## config.mk

```make
export PLATFORM = sky130hd
export DESIGN_NAME = alu_flat
export DESIGN_NICKNAME = d
export VERILOG_FILES = /design/src/rtl/alu_if.sv /design/src/rtl/alu.sv /design/src/flat_wrapper.sv
export SDC_FILE = /design/constraint.sdc
export NUM_CORES = 1
export LEC_CHECK = 0
export BUFFER_PORTS_ARGS = -buffer_cell sky130_fd_sc_hd__buf_2
export CAP_MARGIN = 15
export CORE_MARGIN = 4
export CORE_UTILIZATION = 40
export DETAILED_ROUTE_END_ITERATION = 6
export PLACE_DENSITY = 0.68
export SLEW_MARGIN = 20
export SYNTH_ARGS = -nofsm -noshare
export SYNTH_HDL_FRONTEND = slang
export SYNTH_SLANG_ARGS = --single-unit
```

## constraint.sdc

```tcl
create_clock -name CLK -period 1 [get_ports CLK]
set_input_delay 0.15 -clock CLK [delete_from_list [all_inputs] [get_ports CLK]]
set_output_delay 0.15 -clock CLK [all_outputs]
set_load 0.01 [all_outputs]
```

## src/rtl/alu_if.sv

```systemverilog
// Operand/opcode/result bundle between the register file, control decoder and the ALU.
interface alu_if;
    logic [7:0] DATA1;
    logic [7:0] DATA2;
    logic [2:0] SELECT;
    logic [7:0] RESULT;
    logic       ZERO;

    modport master (
        output DATA1,
        output DATA2,
        output SELECT,
        input  RESULT,
        input  ZERO
    );

    modport slave (
        input  DATA1,
        input  DATA2,
        input  SELECT,
        output RESULT,
        output ZERO
    );
endinterface

```

## src/rtl/alu.sv

```systemverilog
// 8-bit registered ALU: FORWARD/ADD/AND/OR selected by a 3-bit opcode, one clock of latency.
module alu (
    input  logic   CLK,
    input  logic   RESET,
    alu_if.slave   bus
);

    typedef enum logic [2:0] {
        OP_FWD = 3'b000,
        OP_ADD = 3'b001,
        OP_AND = 3'b010,
        OP_OR  = 3'b011
    } op_e;

    logic [7:0] result_d;
    logic [7:0] result_q;

    // Reserved opcodes 100..111 fall through to zero.
    always_comb begin
        result_d = '0;
        case (op_e'(bus.SELECT))
            OP_FWD:  result_d = bus.DATA2;
            OP_ADD:  result_d = bus.DATA1 + bus.DATA2;
            OP_AND:  result_d = bus.DATA1 & bus.DATA2;
            OP_OR:   result_d = bus.DATA1 | bus.DATA2;
            default: result_d = '0;
        endcase
    end

    always_ff @(posedge CLK or posedge RESET) begin
        if (RESET) begin
            result_q <= '0;
        end else begin
            result_q <= result_d;
        end
    end

    assign bus.RESULT = result_q;
    assign bus.ZERO   = ~|result_q;

endmodule

```

## src/flat_wrapper.sv

```systemverilog
// flat-port wrapper written by rule: the top's interface ports become plain ports
module alu_flat 
  (CLK, RESET, bus_DATA1, bus_DATA2, bus_SELECT, bus_RESULT, bus_ZERO);
  alu_if bus_i ();
  input  logic CLK;
  input  logic RESET;
  input wire logic [$bits(bus_i.DATA1)-1:0] bus_DATA1;
  input wire logic [$bits(bus_i.DATA2)-1:0] bus_DATA2;
  input wire logic [$bits(bus_i.SELECT)-1:0] bus_SELECT;
  output wire logic [$bits(bus_i.RESULT)-1:0] bus_RESULT;
  output wire logic [$bits(bus_i.ZERO)-1:0] bus_ZERO;
  assign bus_i.DATA1 = bus_DATA1;
  assign bus_i.DATA2 = bus_DATA2;
  assign bus_i.SELECT = bus_SELECT;
  assign bus_RESULT = bus_i.RESULT;
  assign bus_ZERO = bus_i.ZERO;
  alu u_core (.CLK(CLK), .RESET(RESET), .bus(bus_i));
endmodule
```

==> results.yml, run 1 <==
setup_path:
  critPathCaptureType: "primary output"
  worstSetupPathType: "reg -> out"
  startpoint_type: "flip-flop"
  worstPathRequired_ns: 0.85
  crit_fanout: 2
  cp-startpoint: "u_core.bus.RESULT[7]$_DFF_PP0_"
  worstPathArrival_ns: 1.36
die:
  die_w_um: 55.7
  dieArea_mm2: 0.00310
  core-area_mm2: 0.00219
  initial_core_util: 0.415
  row_count: 17
  io_pins: 30
  die_h_um: 55.7
cts:
  clockBufferDepth: 2
  tritoncts: "yes"
  numCtsBuffers: 3
  ctsRootBufferMaster: "clkbuf_4"
  cts.clk_slew.worst_paths_ns: 0.05
  clock_sinks: 8
  ctsHtreeMaxLevel: 1
timing:
  slew_headroom: 0.809
  timing.final.ws_setup_ns: -0.514
  fmax_ghz: 0.661
  rsz0062_at_grt: "yes"
  min_period_over_period: 1.51
  finalHoldViolations: 0
  max_slew.worst_pin.slew_ns: 0.286
  slew_viol_final: 0
  setup_viol: 8
  period_needed_ns: 1.51
yosys:
  synthCells: 104
  seq_area_frac_synth: 0.220
  postSynthAreaPerCell_um2: 8.75
  syn-num-nets: 142
  ys_types: 31
  syn-cell-area_um2: 910
  yosys_warnings: 0
  ys_ff_latch: 8
status:
  violations: "negative setup slack"
  outcome: "finished, violations left"
routing:
  first_pass_iters: 4
  detail-route-antenna-nets: 0
  routed_wl_um: 2400
  avgRoutedWirePerCell_um: 13.1
  drt_iter0_markers: 19
  drc_errors: 0
  viasPerCell: 5.18
  vias: 953
grt:
  grt_pass1_wl_um: 4040
  grtUsageTotal: 0.159
  grt_max_degree: 10
  antenna_found_initial: 0
  gr-total-overflow: 0
  grt_pass1_vias: 941
placed_design:
  place_ws_ns: -0.714
  port_buffers: 29
  hpwl_um: 1940
  place.gp.congestion: 0.803
finish:
  drive_gt1_frac: 0.558
  diodes: 0
  fin_util: 0.680
  area_growth_pct: 63.8
  nets: 196
  largest_register_ffs: 8
power_and_ir_drop:
  internal_power_uw: 839
  combPwrFrac: 0.521
  seqPwrFrac: 0.293
  static-leakage-power_nw: 0.777
  clock_power_share: 0.186
  fin_total_pwr_mw: 1.25
  swShare: 0.331
  p_switching_uw: 415
  vdd_drop_max_uv: 469
  powerDensity_mw_per_mm2: 841
worst_hold_path:
  hp-class: "in -> reg"
  hold_depth: 2
  worstHoldEndpoint: "u_core.bus.RESULT[4]$_DFF_PP0_"
  hp-start: "bus_SELECT[1]"
run:
  maxCapViolations: 0
==> cell families (layout without fill, tap and decap cells) <==
| group | count (synthesis) | count (layout) | synth area share |
|---|---|---|---|
| compound gates | 28 | 28 | 0.224 |
| xor+xnor | 6 | 6 | 0.0578 |
| fa+ha+maj | 17 | 17 | 0.242 |
| buf+inv | 24 | 76 | 0.100 |
| flops | 8 | 8 | 0.220 |
| mux | 5 | 5 | 0.0701 |
| simple gates | 16 | 16 | 0.0853 |
==> power groups by stage <==
stage | Clock [mW] | Combinational [mW] | Sequential (mW)
after floorplan | 0 | 0.336 | 0.386
after global placement | 0 | 0.544 | 0.369
after detailed placement | 0 | 0.560 | 0.371
after CTS | 0.242 | 0.620 | 0.366
after global routing | 0.260 | 0.707 | 0.371
final | 0.233 | 0.654 | 0.367
==> synthesized netlist by cell type, drive strengths merged <==
cell type,instances,area share
nor2,2,0.0083
inv,20,0.083
mux2i,3,0.033
a21oi,5,0.028
o211a,3,0.033
o22a,3,0.029
mux2,1,0.012
buf,1,0.0041
o22ai,3,0.021
xnor2,2,0.019
a221oi,1,0.0096
a211oi,4,0.039
dfrtp,8,0.22
fa,1,0.022
o21bai,1,0.0083
o31ai,2,0.022
xor2,4,0.039
ha,16,0.22
o21ai,5,0.028
nor2b,1,0.0069
nand2b,1,0.0069
or4,2,0.017
a21o,1,0.0083
clkbuf,3,0.014
or3,1,0.0069
nand2,9,0.040
mux4,1,0.025
==> area by class of cell <==
type	count	area [um^2]
Timing Repair Buffer	53	378
Inverter	20	80.1
Multi-Input combinational cell	72	774
Tap cell	28	35.0
Sequential cell	8	200
Clock buffer	3	22.5
Fill cell	168	701
==> repair_timing <==
item | in CTS | in global routing
setup endpoints to repair | 8 | 8
endpoints found under the hold margin | 8 | 0
pin swaps | 15 | 12
buffers inserted | 2 | 0
gates resized for setup | 19 | 14
hold buffers | 1 | 0
==> critical path: stages (launching register included) <==
cell     delay (ns)
dfrtp_1        0.37
or4_4          0.53
nor2_2         0.10
buf_2          0.12
==> stage by stage <==
stage	area (um^2)	hold WS (ns)	std cells	setup TNS, ns
2_1_floorplan	1020	-0.0343	104	-2.43
3_3_place_gp	1330	0.0934	178	-4.10
6_report	1490	0.244	184	-2.17
5_1_grt	1490	0.252	184	-2.56
3_5_place_dp	1330	0.100	178	-4.30
4_1_cts	1450	0.227	184	-2.22
==> how the worst max path moves through the flow <==
stage                                                 to  slack, ns
after floorplan           u_core.bus.RESULT[2]$_DFF_PP0_      -0.50
after global placement    u_core.bus.RESULT[5]$_DFF_PP0_      -0.66
after global routing                            bus_ZERO      -0.56
final                                           bus_ZERO      -0.51
after CTS                                       bus_ZERO      -0.53
after detailed placement  u_core.bus.RESULT[5]$_DFF_PP0_      -0.71
==> per-layer routing <==
layer	routed length, um	GRT usage	part of all wire	up-vias
met5	0	0	0	-
met4	6	0.0417	0.0025	0
met3	142	0.0209	0.059	2
met2	1290	0.311	0.53	27
met1	970	0.177	0.40	460
li1	-	-	-	464
==> layout by cell type (no fill, tap or decap), drive strengths merged, types with 2 or more instances in the layout <==
cell    instances
o211a           3
buf            52
xnor2           2
o31ai           2
a21oi           5
nand2           9
o22ai           3
o21ai           5
nor2            2
clkbuf          3
xor2            4
or4             2
ha             16
dfrtp           8
inv            20
mux2i           3
a211oi          4
o22a            3
(Power assumes the default switching activity.)
==> inputs of run 2 (changes only) <==
--- a/config.mk
+++ b/config.mk
@@ -7,10 +7,11 @@
 export LEC_CHECK = 0
 export BUFFER_PORTS_ARGS = -buffer_cell sky130_fd_sc_hd__buf_2
 export CAP_MARGIN = 15
-export CORE_MARGIN = 4
+export CORE_MARGIN = 5
 export CORE_UTILIZATION = 40
 export DETAILED_ROUTE_END_ITERATION = 6
 export PLACE_DENSITY = 0.68
+export SETUP_SLACK_MARGIN = 0.1
 export SLEW_MARGIN = 20
 export SYNTH_ARGS = -nofsm -noshare
 export SYNTH_HDL_FRONTEND = slang
==> run 2 against run 1 <==
Effect of this change:
- the run still ends with negative setup slack left
- maximum frequency down 0.59%
- via count down 2.7%
- hold slack worse by 0.0047 ns
- clock power about the same
- non-clock buffer count down 1
- sequential power about the same
- count of clock-buffer cells in the layout unchanged
- global-route usage up 0.28 points
- final area down 0.34%
- first-iteration DRC count down 58%
- core utilization down 0.23 points
- critical endpoint unchanged
- largest power group unchanged
==> results.yml, run 2 (same netlist as run 1, synthesis figures left out) <==
setup_path:
  worstPathRequired_ns: 0.85
  cp_cell_sequence: "or4_1 > nor2_2 > buf_2"
  worstPathArrival_ns: 1.37
  crit_fanout: 2
  cp_slowest_cell: "or4_1"
  startpoint_type: "flip-flop"
  worstSetupPathType: "reg -> out"
  slowest_delay_ns: 0.53
  critPathCaptureType: "primary output"
routing:
  drt_iter0_markers: 8
  dr_wl_met3_um: 129
  avgRoutedWirePerCell_um: 13.4
  top_layer: "met4"
  wl_met2_um: 1290
  detail-route-antenna-nets: 0
  drc_errors: 0
  vias: 927
  viasPerCell: 5.07
  routed_wl_um: 2450
  routedLengthMet1_um: 979
  first_pass_iters: 4
finish:
  drive_gt1_frac: 0.529
  largest_register_ffs: 8
  layout_commonest_cell: "buf_2"
  diodes: 0
  area_growth_pct: 63.3
  fin_util: 0.678
  final_cell_mix: "25 x buf_2, 20 x buf_4, 17 x inv_1"
  instances_no_fill: 183
  nets: 195
power_and_ir_drop:
  static-leakage-power_nw: 0.776
  vdd_drop_max_uv: 510
  powerDensity_mw_per_mm2: 839
cts:
  ctsHtreeMaxLevel: 1
  cts.clk_slew.worst_paths_ns: 0.05
  clockBufferDepth: 2
  clock_sinks: 8
  numCtsBuffers: 3
  ctsRootBufferMaster: "clkbuf_4"
  tritoncts: "yes"
status:
  violations: "negative setup slack"
  outcome: "finished, violations left"
timing:
  rsz0062_at_grt: "yes"
  fmax_ghz: 0.657
  max_slew.worst_pin.slew_ns: 0.278
  finalHoldViolations: 0
  period_needed_ns: 1.52
  slew_viol_final: 0
  slew_headroom: 0.814
  timing.final.ws_setup_ns: -0.523
  min_period_over_period: 1.52
  setup_viol: 7
  hold_ws_ns: 0.239
die:
  io_pins: 30
  dieArea_mm2: 0.00333
  core-area_mm2: 0.00219
  die_w_um: 57.7
  die_h_um: 57.7
  initial_core_util: 0.415
  row_count: 17
run:
  maxCapViolations: 0
placed_design:
  place.gp.congestion: 0.796
  place_ws_ns: -0.701
  port_buffers: 29
  hpwl_um: 2020
  dp.cells: 178
worst_hold_path:
  hp-class: "in -> reg"
grt:
  grt_pass1_wl_um: 4160
  gr-total-overflow: 0
  grtUsageTotal: 0.162
  grt_max_degree: 9
  antenna_found_initial: 0
  grt_pass1_vias: 999
==> run 2: per-layer routing <==
layer  track usage  vias to the layer above
met5             0                        -
met4        0.0762                        0
met3        0.0290                        7
met2         0.298                       21
met1         0.177                      434
li1              -                      465
==> run 2: area by class of cell <==
class | count | area, um^2
repair buffers | 52 | 365
well taps | 28 | 35.0
flip-flops and latches | 8 | 200
clock buffers | 3 | 22.5
multi-input cells | 72 | 772
fillers | 168 | 706
inverters | 20 | 90.1
==> run 2: path summary, 6_finish.rpt <==
check                                            endpoint  slack (ns)                      startpoint  depth (start not counted)
min in group asynchronous  u_core.bus.RESULT[7]$_DFF_PP0_        0.37                           RESET                          3
worst max-delay path                             bus_ZERO       -0.52  u_core.bus.RESULT[4]$_DFF_PP0_                          3
max in group asynchronous  u_core.bus.RESULT[1]$_DFF_PP0_        0.41                           RESET                          3
worst min-delay path       u_core.bus.RESULT[5]$_DFF_PP0_        0.24                   bus_SELECT[2]                          3
==> run 2: what timing repair did <==
action / in CTS / in global routing
pin swaps: 14 / 15
setup buffers: 2 / 0
endpoints found under the hold margin: 8 / 0
resized for setup: 20 / 5
endpoints found under the setup margin: 16 / 16
hold buffers: 1 / 0
==> run 2: worst max-delay path: cells and delay by family (launching register included) <==
family                 cells  cell delay (ns)
and+or+nand+nor            2             0.64
DFF                        1             0.36
buffers and inverters      1             0.12
==> run 2: report_power, final <==
group	switching, mW	internal [mW]
clock	0.0959	0.136
sequential	0.0121	0.354
combinational	0.309	0.339
total	0.417	0.829
==> run 2: metrics by stage <==
stage	total power, mW	setup TNS (ns)	instance area, um^2
final	1.25	-2.23	1490
after global routing	1.35	-2.46	1490
after CTS	1.24	-2.32	1470
after detailed placement	0.944	-4.34	1350
after global placement	0.922	-4.07	1350
after floorplan	0.730	-2.43	1040
==> inputs of run 3 (changes only) <==
==> constraint.sdc (replaced) <==
create_clock -name CLK -period 1 [get_ports CLK]
set_input_delay 0.15 -clock CLK [delete_from_list [all_inputs] [get_ports CLK]]
set_output_delay 0.15 -clock CLK [all_outputs]
set_load 0.05 [all_outputs]
==> run 3 against run 2 <==
Effect of this change:
- the flow still finishes with violations (negative setup slack)
- final area is 9.8% higher
- total power is 17% higher
- sequential share of layout area is 0.74 points lower
- sequential power is 4% higher
- hold slack better by 0.0069 ns
- critical endpoint unchanged
- largest cell class unchanged
- largest power group unchanged
==> results.yml, run 3 (same netlist as run 1, synthesis figures left out) <==
timing:
  rsz0062_at_grt: "yes"
  period_needed_ns: 1.61
  min_period_over_period: 1.61
  timing.final.ws_setup_ns: -0.615
  setup_viol: 8
  slew_headroom: 0.813
  finalHoldViolations: 0
  slew_viol_final: 0
  fmax_ghz: 0.619
  max_slew.worst_pin.slew_ns: 0.281
routing:
  avgRoutedWirePerCell_um: 13.4
  vias: 939
  viasPerCell: 5.05
  drc_errors: 0
  routed_wl_um: 2500
  first_pass_iters: 3
  detail-route-antenna-nets: 0
  drt_iter0_markers: 10
finish:
  final_cell_mix: "22 x buf_4, 15 x buf_2, 13 x inv_1"
  fill_cells: 145
  layout_commonest_cell: "buf_4"
  fin_util: 0.744
  largest_register_ffs: 8
  diodes: 0
  drive_gt1_frac: 0.614
  instances_no_fill: 186
  post-route-cell-area_mm2: 0.00163
  area_growth_pct: 79.2
  nets: 198
placed_design:
  dp.cells: 180
  place.gp.congestion: 0.783
  hpwl_um: 1920
  place_ws_ns: -0.671
  place_area_mm2: 0.00140
  port_buffers: 29
die:
  die_w_um: 57.7
  die_h_um: 57.7
  row_count: 17
  initial_core_util: 0.415
  io_pins: 30
  core-area_mm2: 0.00219
  dieArea_mm2: 0.00333
power_and_ir_drop:
  powerDensity_mw_per_mm2: 894
  vdd_drop_max_uv: 649
  static-leakage-power_nw: 0.812
grt:
  antenna_found_initial: 0
  grt_pass1_wl_um: 4190
  gr-total-overflow: 0
  grt_max_degree: 12
  grt_pass1_vias: 950
  grtUsageTotal: 0.160
cts:
  tritoncts: "yes"
  cts.clk_slew.worst_paths_ns: 0.05
  clock_sinks: 8
  numCtsBuffers: 3
  clockBufferDepth: 2
  ctsHtreeMaxLevel: 1
  ctsRootBufferMaster: "clkbuf_4"
setup_path:
  cp_cell_sequence: "or4_4 > nor2_4 > buf_6"
  cp_slowest_cell: "or4_4"
  worstPathArrival_ns: 1.46
  worstPathRequired_ns: 0.85
  path_delay_family: "simple AND/OR/NAND/NOR gates"
  critPathBufInv: 1
  slowest_delay_ns: 0.55
  crit_fanout: 2
  worstSetupPathType: "reg -> out"
  startpoint_type: "flip-flop"
  critPathCaptureType: "primary output"
worst_hold_path:
  hp-class: "in -> reg"
run:
  maxCapViolations: 0
status:
  violations: "negative setup slack"
  outcome: "finished, violations left"
==> run 3: cell types whose count changed in the layout (fill, tap and decap cells not counted), sizes merged <==
| cell | before | now |
|---|---|---|
| buf | 51 | 54 |
==> run 3: tightest hold or removal path, stage by stage <==
cell and delay, ns:
buf_2 0.09, buf_4 0.16, a211oi_2 0.04
==> run 3: routing by layer <==
layer | share of wire | routed length, um | GRT usage | vias to the layer above
li1 | - | - | - | 467
met1 | 0.41 | 1020 | 0.191 | 454
met2 | 0.55 | 1380 | 0.303 | 16
met3 | 0.038 | 95 | 0.0178 | 2
met4 | 0.0016 | 4 | 0.0364 | 0
met5 | 0 | 0 | 0 | -
==> run 3: power by group <==
part / switching, mW / total, mW / leakage, nW / internal, mW
clock: 0.0952 / 0.232 / 0.0138 / 0.136
combinational: 0.425 / 0.846 / 0.703 / 0.422
sequential: 0.0217 / 0.379 / 0.0951 / 0.358
==> run 3: final cells by class <==
cell class	count	area, um^2	share of cell area
Inverter	20	90.1	0.0553
Timing Repair Buffer	55	478	0.293
Clock buffer	3	22.5	0.0138
Multi-Input combinational cell	72	797	0.489
Sequential cell	8	208	0.127
Tap cell	28	35.0	0.0215
==> run 3: path summary, 6_finish.rpt <==
check                                                from                              to  slack [ns]  cells after the start
hold / removal                              bus_SELECT[2]  u_core.bus.RESULT[1]$_DFF_PP0_        0.25                      3
min in group asynchronous                           RESET  u_core.bus.RESULT[2]$_DFF_PP0_        0.40                      3
max in group asynchronous                           RESET  u_core.bus.RESULT[5]$_DFF_PP0_        0.37                      3
setup / recovery           u_core.bus.RESULT[3]$_DFF_PP0_                        bus_ZERO       -0.61                      3
==> run 3: through the flow <==
step	power, mW	hold WS (ns)	TNS, ns
2_1_floorplan	0.861	-0.0347	-2.67
3_3_place_gp	1.07	0.0927	-4.25
3_5_place_dp	1.09	0.0979	-4.38
4_1_cts	1.41	0.230	-2.24
5_1_grt	1.55	0.248	-2.83
6_report	1.46	0.246	-2.40
==> run 3: timing repair <==
action	4_1_cts	5_1_grt
buffers inserted	0	2
resized for setup	37	12
endpoints found under the hold margin	8	0
hold buffers	1	0
pin swaps	16	8
setup endpoints to repair	16	16
cloned	0	0
